File: src/rtl/rv3n_muldiv_issue_pkg.sv
// Shared constants for the muldiv issue block: datapath width, op field layout, one-hot FSM encoding.
`default_nettype none

package rv3n_muldiv_issue_pkg;

    localparam int XLEN     = 32;
    localparam int PARA_W   = 8;
    localparam int IMM_W    = 13;
    localparam int PARA_DIV = 2;

    localparam int ST_IDLE  = 0;
    localparam int ST_ISSUE = 1;
    localparam int ST_WAIT  = 2;

    localparam logic [2:0] S_IDLE  = 3'b001;
    localparam logic [2:0] S_ISSUE = 3'b010;
    localparam logic [2:0] S_WAIT  = 3'b100;

    function automatic int entry_width(input int xlen, input int rd_w);
        return PARA_W + IMM_W + 3 * xlen + rd_w;
    endfunction

endpackage

`default_nettype wire

File: src/rtl/rv3n_muldiv_issue_fifo.sv
// rv3n_md_fifo: small power-of-two FIFO with wrapping pointers, occupancy counter and flush.
`default_nettype none

module rv3n_md_fifo #(
    parameter int WIDTH = 8,
    parameter int DEPTH = 2
) (
    input  logic                     clk_i,
    input  logic                     rst_ni,
    input  logic                     push_i,
    input  logic                     pop_i,
    input  logic                     flush_i,
    input  logic [WIDTH-1:0]         wdata_i,
    output logic [WIDTH-1:0]         rdata_o,
    output logic                     full_o,
    output logic                     empty_o,
    output logic [$clog2(DEPTH):0]   count_o
);

    localparam int PTR_W = $clog2(DEPTH);
    localparam logic [PTR_W-1:0] PTR_ONE  = 1;
    localparam logic [PTR_W:0]   CNT_ONE  = 1;
    localparam logic [PTR_W:0]   CNT_FULL = (PTR_W+1)'(DEPTH);

    logic [WIDTH-1:0] mem_q [DEPTH];
    logic [PTR_W-1:0] wr_ptr_q;
    logic [PTR_W-1:0] rd_ptr_q;
    logic [PTR_W:0]   count_q;
    logic             do_push;
    logic             do_pop;

    assign full_o  = (count_q == CNT_FULL);
    assign empty_o = (count_q == '0);
    assign count_o = count_q;
    assign rdata_o = mem_q[rd_ptr_q];

    assign do_pop  = pop_i & ~empty_o;
    // A full queue still accepts a push when the head leaves in the same cycle.
    assign do_push = push_i & (~full_o | do_pop) & ~flush_i;

    always_ff @(posedge clk_i or negedge rst_ni) begin
        if (!rst_ni) begin
            wr_ptr_q <= '0;
            rd_ptr_q <= '0;
            count_q  <= '0;
        end else if (flush_i) begin
            wr_ptr_q <= '0;
            rd_ptr_q <= '0;
            count_q  <= '0;
        end else begin
            if (do_push) wr_ptr_q <= wr_ptr_q + PTR_ONE;
            if (do_pop)  rd_ptr_q <= rd_ptr_q + PTR_ONE;
            case ({do_push, do_pop})
                2'b10:   count_q <= count_q + CNT_ONE;
                2'b01:   count_q <= count_q - CNT_ONE;
                default: count_q <= count_q;
            endcase
        end
    end

    always_ff @(posedge clk_i) begin
        if (do_push) mem_q[wr_ptr_q] <= wdata_i;
    end

endmodule

`default_nettype wire

File: src/rtl/rv3n_muldiv_issue.sv
// rv3n_muldiv_issue: queues MUL/DIV ops, issues one request at a time, turns acks into writebacks.
// Optional ack-wait watchdog enabled by defining MULDIV_TIMEOUT_EN.
`default_nettype none

module rv3n_muldiv_issue
    import rv3n_muldiv_issue_pkg::*;
#(
    parameter int XLEN    = rv3n_muldiv_issue_pkg::XLEN,
    parameter int QDEPTH  = 2,
    parameter int RD_W    = 5,
    parameter int TIMEOUT = 63
) (
    input  logic               clk_i,
    input  logic               rst_ni,
    input  logic               op_valid_i,
    output logic               op_ready_o,
    input  logic [7:0]         op_para_i,
    input  logic [12:0]        op_imm_i,
    input  logic [XLEN-1:0]    op_pc_i,
    input  logic [XLEN-1:0]    op_operand0_i,
    input  logic [XLEN-1:0]    op_operand1_i,
    input  logic [RD_W-1:0]    op_rd_i,
    input  logic               flush_i,
    output logic               req_valid_o,
    output logic [7:0]         req_para_o,
    output logic [12:0]        req_imm_o,
    output logic [XLEN-1:0]    req_pc_o,
    output logic [XLEN-1:0]    req_operand0_o,
    output logic [XLEN-1:0]    req_operand1_o,
    input  logic               ack_valid_i,
    input  logic [XLEN-1:0]    ack_data_i,
    input  logic               ack_busy_i,
    output logic               wb_valid_o,
    output logic [RD_W-1:0]    wb_rd_o,
    output logic [XLEN-1:0]    wb_data_o,
    output logic               md_pending_o,
    output logic               md_timeout_o
);

    localparam int ENTRY_W = entry_width(XLEN, RD_W);

    logic [ENTRY_W-1:0]      push_data;
    logic [ENTRY_W-1:0]      head;
    logic                    full;
    logic                    empty;
    logic [$clog2(QDEPTH):0] count;
    logic                    push;
    logic                    pop;

    logic [7:0]              head_para;
    logic [12:0]             head_imm;
    logic [XLEN-1:0]         head_pc;
    logic [XLEN-1:0]         head_op0;
    logic [XLEN-1:0]         head_op1;
    logic [RD_W-1:0]         head_rd;

    logic [2:0]              state_q, state_d;
    logic [RD_W-1:0]         inflight_rd_q, inflight_rd_d;
    logic                    drop_q, drop_d;
    logic                    wb_valid_q, wb_valid_d;
    logic [RD_W-1:0]         wb_rd_q, wb_rd_d;
    logic [XLEN-1:0]         wb_data_q, wb_data_d;
    logic                    timeout_hit;
    logic                    freeze;

    assign push_data  = {op_para_i, op_imm_i, op_pc_i, op_operand0_i, op_operand1_i, op_rd_i};
    assign {head_para, head_imm, head_pc, head_op0, head_op1, head_rd} = head;
    assign op_ready_o = ~full;
    assign push       = op_valid_i & ~full;

    rv3n_md_fifo #(
        .WIDTH (ENTRY_W),
        .DEPTH (QDEPTH)
    ) u_fifo (
        .clk_i   (clk_i),
        .rst_ni  (rst_ni),
        .push_i  (push),
        .pop_i   (pop),
        .flush_i (flush_i),
        .wdata_i (push_data),
        .rdata_o (head),
        .full_o  (full),
        .empty_o (empty),
        .count_o (count)
    );

`ifdef MULDIV_TIMEOUT_EN
    localparam int TO_W = $clog2(TIMEOUT + 1);
    localparam logic [TO_W-1:0] TO_LAST = TO_W'(TIMEOUT - 1);
    localparam logic [TO_W-1:0] TO_ONE  = 1;

    logic [TO_W-1:0] to_cnt_q;
    logic            md_timeout_q;

    assign timeout_hit  = state_q[ST_WAIT] & ~ack_valid_i & (to_cnt_q == TO_LAST);
    assign freeze       = md_timeout_q;
    assign md_timeout_o = md_timeout_q;

    always_ff @(posedge clk_i or negedge rst_ni) begin
        if (!rst_ni) begin
            to_cnt_q     <= '0;
            md_timeout_q <= 1'b0;
        end else begin
            if (state_q[ST_ISSUE])     to_cnt_q <= '0;
            else if (state_q[ST_WAIT]) to_cnt_q <= to_cnt_q + TO_ONE;
            if (timeout_hit)           md_timeout_q <= 1'b1;
        end
    end
`else
    logic unused_timeout;
    assign unused_timeout = (TIMEOUT == 0);
    assign timeout_hit    = 1'b0;
    assign freeze         = 1'b0;
    assign md_timeout_o   = 1'b0;
`endif

    always_comb begin
        state_d       = state_q;
        pop           = 1'b0;
        inflight_rd_d = inflight_rd_q;
        drop_d        = drop_q;
        wb_valid_d    = 1'b0;
        wb_rd_d       = '0;
        wb_data_d     = '0;
        case (state_q)
            S_IDLE: begin
                // A flush in this cycle empties the queue, so there is nothing to issue.
                if (!empty && !ack_busy_i && !freeze && !flush_i) state_d = S_ISSUE;
            end
            S_ISSUE: begin
                pop           = 1'b1;
                inflight_rd_d = head_rd;
                drop_d        = flush_i;
                state_d       = S_WAIT;
            end
            S_WAIT: begin
                if (flush_i) drop_d = 1'b1;
                if (ack_valid_i) begin
                    state_d = S_IDLE;
                    if (inflight_rd_q != '0 && !drop_q && !flush_i) begin
                        wb_valid_d = 1'b1;
                        wb_rd_d    = inflight_rd_q;
                        wb_data_d  = ack_data_i;
                    end
                end else if (timeout_hit) begin
                    state_d = S_IDLE;
                end
            end
            default: state_d = S_IDLE;
        endcase
    end

    always_ff @(posedge clk_i or negedge rst_ni) begin
        if (!rst_ni) begin
            state_q       <= S_IDLE;
            inflight_rd_q <= '0;
            drop_q        <= 1'b0;
            wb_valid_q    <= 1'b0;
            wb_rd_q       <= '0;
            wb_data_q     <= '0;
        end else begin
            state_q       <= state_d;
            inflight_rd_q <= inflight_rd_d;
            drop_q        <= drop_d;
            wb_valid_q    <= wb_valid_d;
            wb_rd_q       <= wb_rd_d;
            wb_data_q     <= wb_data_d;
        end
    end

    assign req_valid_o    = state_q[ST_ISSUE];
    assign req_para_o     = state_q[ST_ISSUE] ? head_para : '0;
    assign req_imm_o      = state_q[ST_ISSUE] ? head_imm  : '0;
    assign req_pc_o       = state_q[ST_ISSUE] ? head_pc   : '0;
    assign req_operand0_o = state_q[ST_ISSUE] ? head_op0  : '0;
    assign req_operand1_o = state_q[ST_ISSUE] ? head_op1  : '0;

    assign wb_valid_o   = wb_valid_q;
    assign wb_rd_o      = wb_rd_q;
    assign wb_data_o    = wb_data_q;
    assign md_pending_o = (count != '0) | ~state_q[ST_IDLE];

endmodule

`default_nettype wire

File: config.mk
export PLATFORM = sky130hd
export DESIGN_NAME = rv3n_muldiv_issue
export DESIGN_NICKNAME = d
export VERILOG_FILES = /design/src/rtl/rv3n_muldiv_issue_pkg.sv /design/src/rtl/rv3n_muldiv_issue_fifo.sv /design/src/rtl/rv3n_muldiv_issue.sv
export SDC_FILE = /design/constraint.sdc
export NUM_CORES = 1
export LEC_CHECK = 0
export CAP_MARGIN = 10
export CORE_MARGIN = 10
export CORE_UTILIZATION = 35
export CTS_CLUSTER_DIAMETER = 100
export DETAILED_ROUTE_END_ITERATION = 8
export PLACE_DENSITY_LB_ADDON = 0.2
export SETUP_SLACK_MARGIN = 0.2
export SLEW_MARGIN = 20
export SYNTH_ARGS = -nofsm -noshare
export SYNTH_HDL_FRONTEND = slang
export SYNTH_SLANG_ARGS = --single-unit
export TNS_END_PERCENT = 100
File: constraint.sdc
create_clock -name clk_i -period 15 [get_ports clk_i]
set_clock_uncertainty 0.05 [all_clocks]
set_input_delay 3.75 -clock clk_i [delete_from_list [all_inputs] [get_ports clk_i]]
set_output_delay 3.75 -clock clk_i [all_outputs]
set_load 0.1 [all_outputs]
==> results of run 1 <==
-- state kept, by name, indices dropped and copies added, names as in the netlist --
| register | count |
|---|---|
| u_fifo.rd_ptr_q | 1 |
| inflight_rd_q | 5 |
| u_fifo.mem_q | 244 |
| wb_valid_o | 1 |
| state_q | 3 |
| u_fifo.wr_ptr_q | 1 |
| wb_rd_o | 5 |
| wb_data_o | 32 |
| drop_q | 1 |
| u_fifo.count_o | 2 |
-- area by class of cell --
| class | count | area, µm² |
|---|---|---|
| antenna | 2 | 5.00 |
| tap | 402 | 503 |
| timing repair buffer | 327 | 3240 |
| multi-input combinational | 327 | 2500 |
| clock buffer | 38 | 802 |
| inverter | 8 | 30.0 |
| fill | 2731 | 15900 |
| sequential | 295 | 8610 |
| clock inverter | 19 | 116 |
-- worst reg2reg max path, cell delays in order (launching register included) --
cell and delay (ps):
dfrtp_2 980, buf_4 590, or3b_1 630, or3_1 390, a21oi_1 160
-- worst max path at each step --
stage               slack (ps)                  to  cells after the start            start
finish                    7550         req_pc_o[8]                      4  u_fifo.rd_ptr_q
global route              7300  req_operand1_o[13]                      4  u_fifo.rd_ptr_q
CTS                       7410  req_operand1_o[20]                      4  u_fifo.rd_ptr_q
detailed placement        8020  req_operand1_o[20]                      4  u_fifo.rd_ptr_q
global placement          8040  req_operand1_o[20]                      4  u_fifo.rd_ptr_q
floorplan                 1370  u_fifo.mem_q[1][0]                      2          flush_i
-- power breakdown --
part           leakage, nW  switching (W)  internal (W)
sequential            2.94      0.0000107      0.000922
clock                0.453       0.000296      0.000394
combinational         1.82       0.000134     0.0000713
-- logic make-up (layout without fill, tap and decap cells) --
| kind of cell | after synthesis | in the layout | share of synthesized area |
|---|---|---|---|
| AO/OA/AOI/OAI | 16 | 16 | 0.00797 |
| buffers and inverters | 46 | 392 | 0.0177 |
| flip-flops | 295 | 295 | 0.762 |
| multiplexers | 122 | 122 | 0.108 |
| other | 1 | 3 | 0.000332 |
| AND/OR/NAND/NOR | 188 | 188 | 0.104 |
-- cell usage after synthesis --
master | count | area, µm²
inv_1 | 8 | 30.0
nor3_1 | 2 | 10.0
o21ai_0 | 9 | 45.0
nor2_1 | 9 | 33.8
nand4_1 | 1 | 6.26
nand4b_1 | 1 | 8.76
nor3b_1 | 35 | 263
a32o_1 | 1 | 10.0
nor2_2 | 1 | 6.26
nor2b_1 | 119 | 744
buf_1 | 1 | 3.75
dfrtp_1 | 50 | 1250
or3_1 | 2 | 12.5
conb_1 | 1 | 3.75
a31oi_1 | 2 | 12.5
o31ai_1 | 1 | 7.51
a21oi_1 | 3 | 15.0
nand2_1 | 9 | 33.8
or4b_2 | 1 | 10.0
mux2i_1 | 122 | 1220
or3b_1 | 1 | 8.76
edfxtp_1 | 244 | 7330
clkbuf_1 | 17 | 63.8
buf_4 | 1 | 7.51
dfstp_2 | 1 | 26.3
nand2b_1 | 3 | 18.8
or4_1 | 1 | 7.51
nand3_1 | 3 | 15.0
clkbuf_2 | 1 | 5.00
buf_2 | 18 | 90.1
-- stage by stage --
step / instances / util
after floorplan: 668 / -
after global placement: 1359 / 0.469
after detailed placement: 1359 / 0.469
after CTS: 1416 / 0.498
after global routing: 1416 / 0.498
final: 1418 / 0.499
-- metal layers --
| layer | wire [µm] | share of wire | GRT usage | up-vias |
|---|---|---|---|---|
| li1 | - | - | - | 3088 |
| met3 | 3140 | 0.11 | 0.0621 | 51 |
| met2 | 12800 | 0.46 | 0.210 | 230 |
| met5 | 57 | 0.0020 | 0 | - |
| met1 | 11300 | 0.41 | 0.165 | 3140 |
| met4 | 564 | 0.020 | 0.0300 | 10 |
==> results by group, run 1 <==
Synthesis
  – Cells after synthesis: roughly 670
  – Syn Area/Cell: roughly 17 µm²
  – Netlist area before placement: around 11000 µm²
  – Number of flip-flops and latches in the synthesized netlist: between 200 and 300
  – Register area share after synthesis: 0.762
  – Net count of the mapped netlist: roughly 830
  – Count of distinct cell types in the synthesized netlist: 30
  – YS warnings: 0

Route
  – Via count: 6519
  – Starting DRT DRC Count: approximately 270
  – Total DRC errors in the routed layout: 0
  – Via count normalized by instance count: around 4.6
  – Final wirelength: 27900 µm
  – ANT nets after route: 0
  – Detailed-route wire length per cell: 19.7 µm
  – First-pass detailed-route iteration total: 4

Place
  – DP Wirelength: 18800 µm
  – Post-placement setup slack: 8020 ps
  – Total of buffers placed on input and output ports: ~320
  – Area after detailed placement: between 10000 and 15000 µm²
  – Routability congestion estimate: about 0.73

Final layout
  – Post-route cell area: 15800 µm²
  – Area delta synth->final: 40.0%
  – Commonest non-fill, non-tap cell in the layout: clkdlybuf4s50_1
  – Ratio of cells with drive above 1 in the final layout: 0.0592
  – Number of nets in the layout: approximately 1200
  – Most frequent cells in the layout: 316 x clkdlybuf4s50_1, 244 x edfxtp_1, 122 x mux2i_1

Global route
  – Number of antenna violations at the first check in global routing: 7
  – Vias in the first global route: around 6700
  – Global-route wire length before repair: between 40000 and 50000 µm
  – Total global routing track utilization: 0.134
  – Grt total ovfl: 0
  – Maximum number of pins on one net before global-route repair: 64

Timing
  – Count of endpoints failing hold in the final timing report: 0
  – Final setup violation count: 0
  – Crit path setup slack, layout: 7550 ps
  – Worst Tran Pin Value: around 1000 ps
  – Final total negative setup slack: 0 ps
  – Tcrit/Tclk final: 0.497
  – Normalized max-slew margin: 0.302
  – Smallest hold slack: between 400 and 500 ps
  – Highest achievable clock rate: approximately 0.13 GHz
  – Setup repair after global routing missed its margin: false
  – Max-slew violations: 0
  – Final critical-path required period: around 7400 ps

Setup path
  – Critical Path AT: between 3000 and 4000 ps
  – Crit path max-delay family: buffers and inverters
  – Nature of the critical path endpoint: primary output
  – Largest incremental delay on the critical path: ~1200 ps
  – Req. time, crit path: between 10000 and 15000 ps
  – Crit path launch type: flip-flop
  – Cells on worst reg2reg path: 4
  – Worst path slowest cell: clkdlybuf4s50_1
  – Reg2reg setup slack: roughly 12000 ps
  – Type of the setup path with the least slack: flip-flop to primary output
  – Cells along the critical path: buf_4 -> mux2i_1 -> nor2b_1 -> clkdlybuf4s50_1
  – Critical R2R Capture: u_fifo.rd_ptr_q
  – Worst-path fanout max: 56
  – RR Startpoint: state_q[1]
  – CP bufs+invs: 2

Min path
  – Hold Path Depth: 1
  – Kind of path behind the tightest hold check: flip-flop to flip-flop
  – Worst Hold Path EP: drop_q
  – Launch instance of the worst min-delay path: drop_q

Run
  – Number of max-cap violations: 0

Clocking
  – Post-CTS setup buffers: 0
  – CTS H-tree depth: 1
  – Clock Latency Late Sink: ~540 ps
  – TritonCTS buffer count: 31
  – Clock Tree Root: clkbuf_16
  – Clock tree from TritonCTS: yes
  – Sink count of the clock tree: a little under 300
  – Clock-pin slew on the worst setup and hold paths: about 60 ps
  – # resized after CTS: 0
  – Post-CTS Hold Fix Bufs: 0
  – CTS Buffer Depth: 3

Power
  – PwrDens: between 100 and 150 nW/µm²
  – Worst IR Drop VDD: ~0.000085 V
  – Total design power: around 0.0018 W
  – Leakage power figure: about 5.2 nW

Floorplanning
  – Effective utilization at floorplan: 0.356
  – Die width: around 200 µm
  – Die H: 200 µm
  – I/O pin total: between 300 and 400
  – Total die area: ~40000 µm²
  – Floorplan core area: 31700 µm²
  – Placement Rows: 65

Status
  – Status: finished, final reports clean
Power figures use the tool's default switching activity.
==> run 2, diff against run 1 <==
- clock period: 15 -> 6.95 ns (I/O delays scaled with it)
==> results by group, run 2 (synthesis results as in run 1) <==
Global route
  – Number of antenna violations at the first check in global routing: 3
  – Maximum number of pins on one net before global-route repair: 123
  – Total global routing track utilization: 0.137
  – Grt total ovfl: 0
  – Vias in the first global route: just under 7000
  – Global-route wire length before repair: between 40000 and 50000 µm

Power
  – Total design power: 0.00411 W
  – Leakage power figure: 5.28 nW
  – Worst IR Drop VDD: about 0.00017 V
  – PwrDens: 257 nW/µm²

Clocking
  – Sink count of the clock tree: 295
  – CTS Buffer Depth: 3
  – Clock Latency Late Sink: 490 ps
  – # resized after CTS: 0
  – Post-CTS setup buffers: 0
  – CTS H-tree depth: 2
  – Clock Tree Root: clkbuf_16
  – Post-CTS Hold Fix Bufs: 0
  – Clock-pin slew on the worst setup and hold paths: approximately 60 ps
  – TritonCTS buffer count: 35
  – Clock tree from TritonCTS: yes

Final layout
  – Register name with the most flops: u_fifo.mem_q
  – Flip-flop and latch area: around 8600 µm²
  – Number of nets in the layout: 1152
  – Number of flip-flops in the largest register: 244
  – Area delta synth->final: 41.6%
  – Ratio of cells with drive above 1 in the final layout: 0.0619
  – Area occupied by multi-input gates: between 2000 and 3000 µm²
  – Number of antenna cells inserted: 0
  – Commonest non-fill, non-tap cell in the layout: clkdlybuf4s50_1
  – Post-route cell area: 16000 µm²
  – Most frequent cells in the layout: 316 x clkdlybuf4s50_1, 244 x edfxtp_1, 122 x mux2i_1
  – Fillers: approximately 2700

Setup path
  – Cells on worst reg2reg path: 3
  – Critical Path Start: u_fifo.rd_ptr_q
  – Worst path slowest cell: clkdlybuf4s50_1
  – Worst-path fanout max: 82
  – Req. time, crit path: 5160 ps
  – Critical R2R Capture: u_fifo.rd_ptr_q
  – Critical Path AT: 3320 ps
  – Type of the setup path with the least slack: flip-flop to primary output
  – Crit path max-delay family: buffers and inverters
  – Reg2reg setup slack: between 4000 and 5000 ps
  – RR Startpoint: state_q[1]
  – Number of logic stages on the critical path including buffering: 4
  – Largest incremental delay on the critical path: between 1000 and 1500 ps
  – Cells along the critical path: buf_12 -> mux2i_1 -> nor2b_1 -> clkdlybuf4s50_1
  – Nature of the critical path endpoint: primary output
  – CP bufs+invs: 2
  – CP endpoint: req_operand1_o[26]
  – Crit path launch type: flip-flop

Timing
  – Count of endpoints failing hold in the final timing report: 0
  – Final critical-path required period: 5110 ps
  – Final total negative setup slack: 0 ps
  – Worst Tran Pin Value: 1070 ps
  – Max-slew violations: 0
  – Highest achievable clock rate: between 0.15 and 0.2 GHz
  – Final setup violation count: 0
  – Tcrit/Tclk final: 0.735
  – Normalized max-slew margin: 0.283
  – Setup repair after global routing missed its margin: false

Floorplanning
  – Floorplan core area: about 32000 µm²
  – Effective utilization at floorplan: 0.356
  – Total die area: 39900 µm²
  – Die H: roughly 200 µm
  – I/O pin total: ~320
  – Die width: between 150 and 200 µm
  – Placement Rows: between 60 and 70

Status
  – Status: finished, final reports clean

Route
  – Total DRC errors in the routed layout: 0
  – Detailed-route wire length per cell: 20.0 µm
  – First-pass detailed-route iteration total: 4
  – Via count normalized by instance count: around 4.6
  – ANT nets after route: 0
  – Final wirelength: 28400 µm
  – Via count: around 6500
  – Starting DRT DRC Count: 285

Place
  – DP Wirelength: 18800 µm
  – Area after detailed placement: 14900 µm²
  – Total of buffers placed on input and output ports: about 320
  – Routability congestion estimate: slightly below 0.8

Min path
  – Kind of path behind the tightest hold check: flip-flop to flip-flop

Run
  – Number of max-cap violations: 0
[run 2: cell count changes in the layout (fill, tap and decap cells not counted), moves of 2 or more]
cell       previous run  this run
clkbuf_16            31        37
clkinv_2              8         6
clkbuf_1              7        11
buf_12                0         4
buf_4                10         4
diode_2               2         0
clkinv_1              8         4
clkbuf_8              0         2
[run 2: layer usage]
metal	vias up	track usage	share of wire	wire (µm)
li1	3103	-	-	-
met1	3125	0.160	0.40	11300
met2	241	0.218	0.46	13200
met3	38	0.0715	0.12	3430
met4	6	0.0328	0.014	388
met5	-	0	0.0012	34
[run 2: how the worst min path moves through the flow]
stage	startpoint	endpoint	slack, ps	cells after the start
after floorplan	inflight_rd_q[3]	inflight_rd_q[3]	410	2
after global placement	drop_q	drop_q	430	1
after detailed placement	inflight_rd_q[2]	inflight_rd_q[2]	440	2
after CTS	inflight_rd_q[2]	inflight_rd_q[2]	450	2
after global routing	inflight_rd_q[3]	wb_rd_o[3]	480	2
final	inflight_rd_q[2]	inflight_rd_q[2]	450	2
[run 2: cell type report]
| cell class | count | share of cell area |
|---|---|---|
| tap | 402 | 0.0315 |
| multi-input combinational | 327 | 0.157 |
| timing repair buffer | 325 | 0.205 |
| sequential | 295 | 0.538 |
| clock inverter | 12 | 0.00383 |
| clock buffer | 50 | 0.0622 |
| inverter | 8 | 0.00188 |
[run 2: through the flow]
step	util	hold slack, ps	instances	worst slack [ps]
2_1_floorplan	-	413	668	-312
3_3_place_gp	0.471	429	1357	2280
3_5_place_dp	0.471	439	1357	2250
4_1_cts	0.504	451	1419	1710
5_1_grt	0.504	480	1419	1650
6_report	0.504	446	1419	1840
[run 2: report_power, final]
group	leakage [nW]	switching, W	internal, W	total [W]
logic	1.83	0.000291	0.000156	0.000447
registers	2.94	0.0000236	0.00199	0.00201
clock network	0.517	0.000657	0.000994	0.00165
[run 2: tightest hold or removal path, stage by stage, from the launching register on]
cell and delay (ps):
dfrtp_1 350, nand2_1 50, o21ai_0 60
==> run 3, diff against run 2 <==
- clock period: 6.95 -> 4.3 ns (I/O delays scaled with it)
==> results by group, run 3 (synthesis results as in run 1) <==
Floorplanning
  – Die width: 200 µm
  – I/O pin total: between 300 and 400
  – Floorplan core area: between 30000 and 40000 µm²
  – Placement Rows: 65
  – Die H: between 150 and 200 µm
  – Total die area: approximately 40000 µm²
  – Effective utilization at floorplan: 0.356

Timing
  – Worst Tran Pin Value: around 1000 ps
  – Final setup violation count: 0
  – Smallest hold slack: roughly 440 ps
  – Count of endpoints failing hold in the final timing report: 0
  – Tcrit/Tclk final: 0.825
  – Normalized max-slew margin: 0.314
  – Highest achievable clock rate: about 0.28 GHz
  – Final critical-path required period: 3550 ps
  – Crit path setup slack, layout: around 750 ps
  – Setup repair after global routing missed its margin: false
  – Max-slew violations: 0

Setup path
  – Crit path max-delay family: flip-flops
  – CP bufs+invs: 2
  – Worst-path fanout max: 44
  – Nature of the critical path endpoint: primary output
  – Cells along the critical path: buf_4 -> mux2i_1 -> nor2b_1 -> buf_4
  – Crit path top cell by count: buf_4
  – Req. time, crit path: roughly 3200 ps
  – Critical Path AT: between 2000 and 2500 ps
  – Largest incremental delay on the critical path: roughly 950 ps
  – Crit path launch type: flip-flop
  – Type of the setup path with the least slack: flip-flop to primary output
  – Worst path slowest cell: dfrtp_4

Final layout
  – Area occupied by multi-input gates: about 2500 µm²
  – Commonest non-fill, non-tap cell in the layout: edfxtp_1
  – Final core utilization: 0.498
  – Area delta synth->final: 39.9%
  – Fillers: around 2800
  – Most frequent cells in the layout: 244 x edfxtp_1, 198 x clkdlybuf4s50_1, 134 x buf_4
  – Post-route cell area: about 16000 µm²
  – Number of flip-flops in the largest register: around 240
  – Number of nets in the layout: between 1000 and 1500
  – Flip-flop and latch area: about 8600 µm²
  – Ratio of cells with drive above 1 in the final layout: 0.188
  – Register name with the most flops: u_fifo.mem_q

Global route
  – Number of antenna violations at the first check in global routing: 8
  – Maximum number of pins on one net before global-route repair: 81
  – Total global routing track utilization: 0.133
  – Grt total ovfl: 0
  – Vias in the first global route: 7017
  – Global-route wire length before repair: around 41000 µm

Clocking
  – Post-CTS Hold Fix Bufs: 0
  – Clock-pin slew on the worst setup and hold paths: approximately 60 ps
  – CTS H-tree depth: 2
  – Clock Latency Late Sink: 490 ps
  – Sink count of the clock tree: slightly below 300
  – # resized after CTS: 0
  – CTS Buffer Depth: 3
  – TritonCTS buffer count: 34
  – Clock tree from TritonCTS: yes
  – Clock Tree Root: clkbuf_16
  – Post-CTS setup buffers: 0

Route
  – Highest Signal Layer: met5
  – Via count: between 6000 and 7000
  – Detailed-route wire length per cell: approximately 19 µm
  – Starting DRT DRC Count: 270
  – Via count normalized by instance count: 4.61
  – Final wirelength: approximately 28000 µm
  – ANT nets after route: 0
  – Total DRC errors in the routed layout: 0
  – Post-Route M1 WL: 11200 µm
  – Amount of wire on met2 after detailed routing: approximately 13000 µm
  – First-pass detailed-route iteration total: 4
  – Routed wire length on met3: 3270 µm

Place
  – Post-placement setup slack: between 1000 and 1500 ps
  – Routability congestion estimate: approximately 0.75
  – Area after detailed placement: 14700 µm²
  – DP Wirelength: approximately 19000 µm
  – Total of buffers placed on input and output ports: approximately 320

Run
  – Number of max-cap violations: 0

Power
  – Total design power: between 0.006 and 0.007 W
  – PwrDens: 422 nW/µm²
  – Leakage power figure: approximately 5.6 nW
  – Worst IR Drop VDD: 0.000250 V

Min path
  – Kind of path behind the tightest hold check: flip-flop to flip-flop

Status
  – Status: finished, final reports clean
[run 3: path summary, 6_finish.rpt]
path,start,end,slack (ps),cells past startpoint
worst min-delay path,drop_q,drop_q,440,1
worst max register to register,state_q[1],u_fifo.rd_ptr_q,2260,4
max in group asynchronous,rst_ni,u_fifo.count_o[0],3120,2
worst max-delay path,u_fifo.rd_ptr_q,req_operand0_o[15],750,4
min in group asynchronous,rst_ni,wb_data_o[0],540,1
worst min register to register,drop_q,drop_q,440,1
[run 3: routing by layer]
| layer | track usage | vias to the layer above |
|---|---|---|
| li1 | - | 3124 |
| met3 | 0.0680 | 49 |
| met5 | 0 | - |
| met2 | 0.209 | 247 |
| met1 | 0.157 | 3178 |
| met4 | 0.0398 | 10 |
[run 3: final cells by class]
| type | count | area share |
|---|---|---|
| clock buffer | 48 | 0.0604 |
| multi-input combinational | 327 | 0.160 |
| antenna | 4 | 0.000633 |
| sequential | 295 | 0.545 |
| tap | 402 | 0.0318 |
| timing repair buffer | 337 | 0.195 |
| inverter | 8 | 0.00214 |
| clock inverter | 11 | 0.00530 |
[run 3: through the flow]
| stage | TNS [ps] | cells |
|---|---|---|
| detailed placement | 0 | 1369 |
| floorplan | -105250 | 668 |
| global placement | 0 | 1369 |
| global route | 0 | 1430 |
| CTS | 0 | 1428 |
| finish | 0 | 1432 |
[run 3: report_power, final]
group | internal (W) | leakage, nW | switching [W]
clock network | 0.00161 | 0.512 | 0.00108
registers | 0.00322 | 2.94 | 0.0000350
logic | 0.000254 | 2.13 | 0.000477
total | 0.00508 | 5.58 | 0.00159
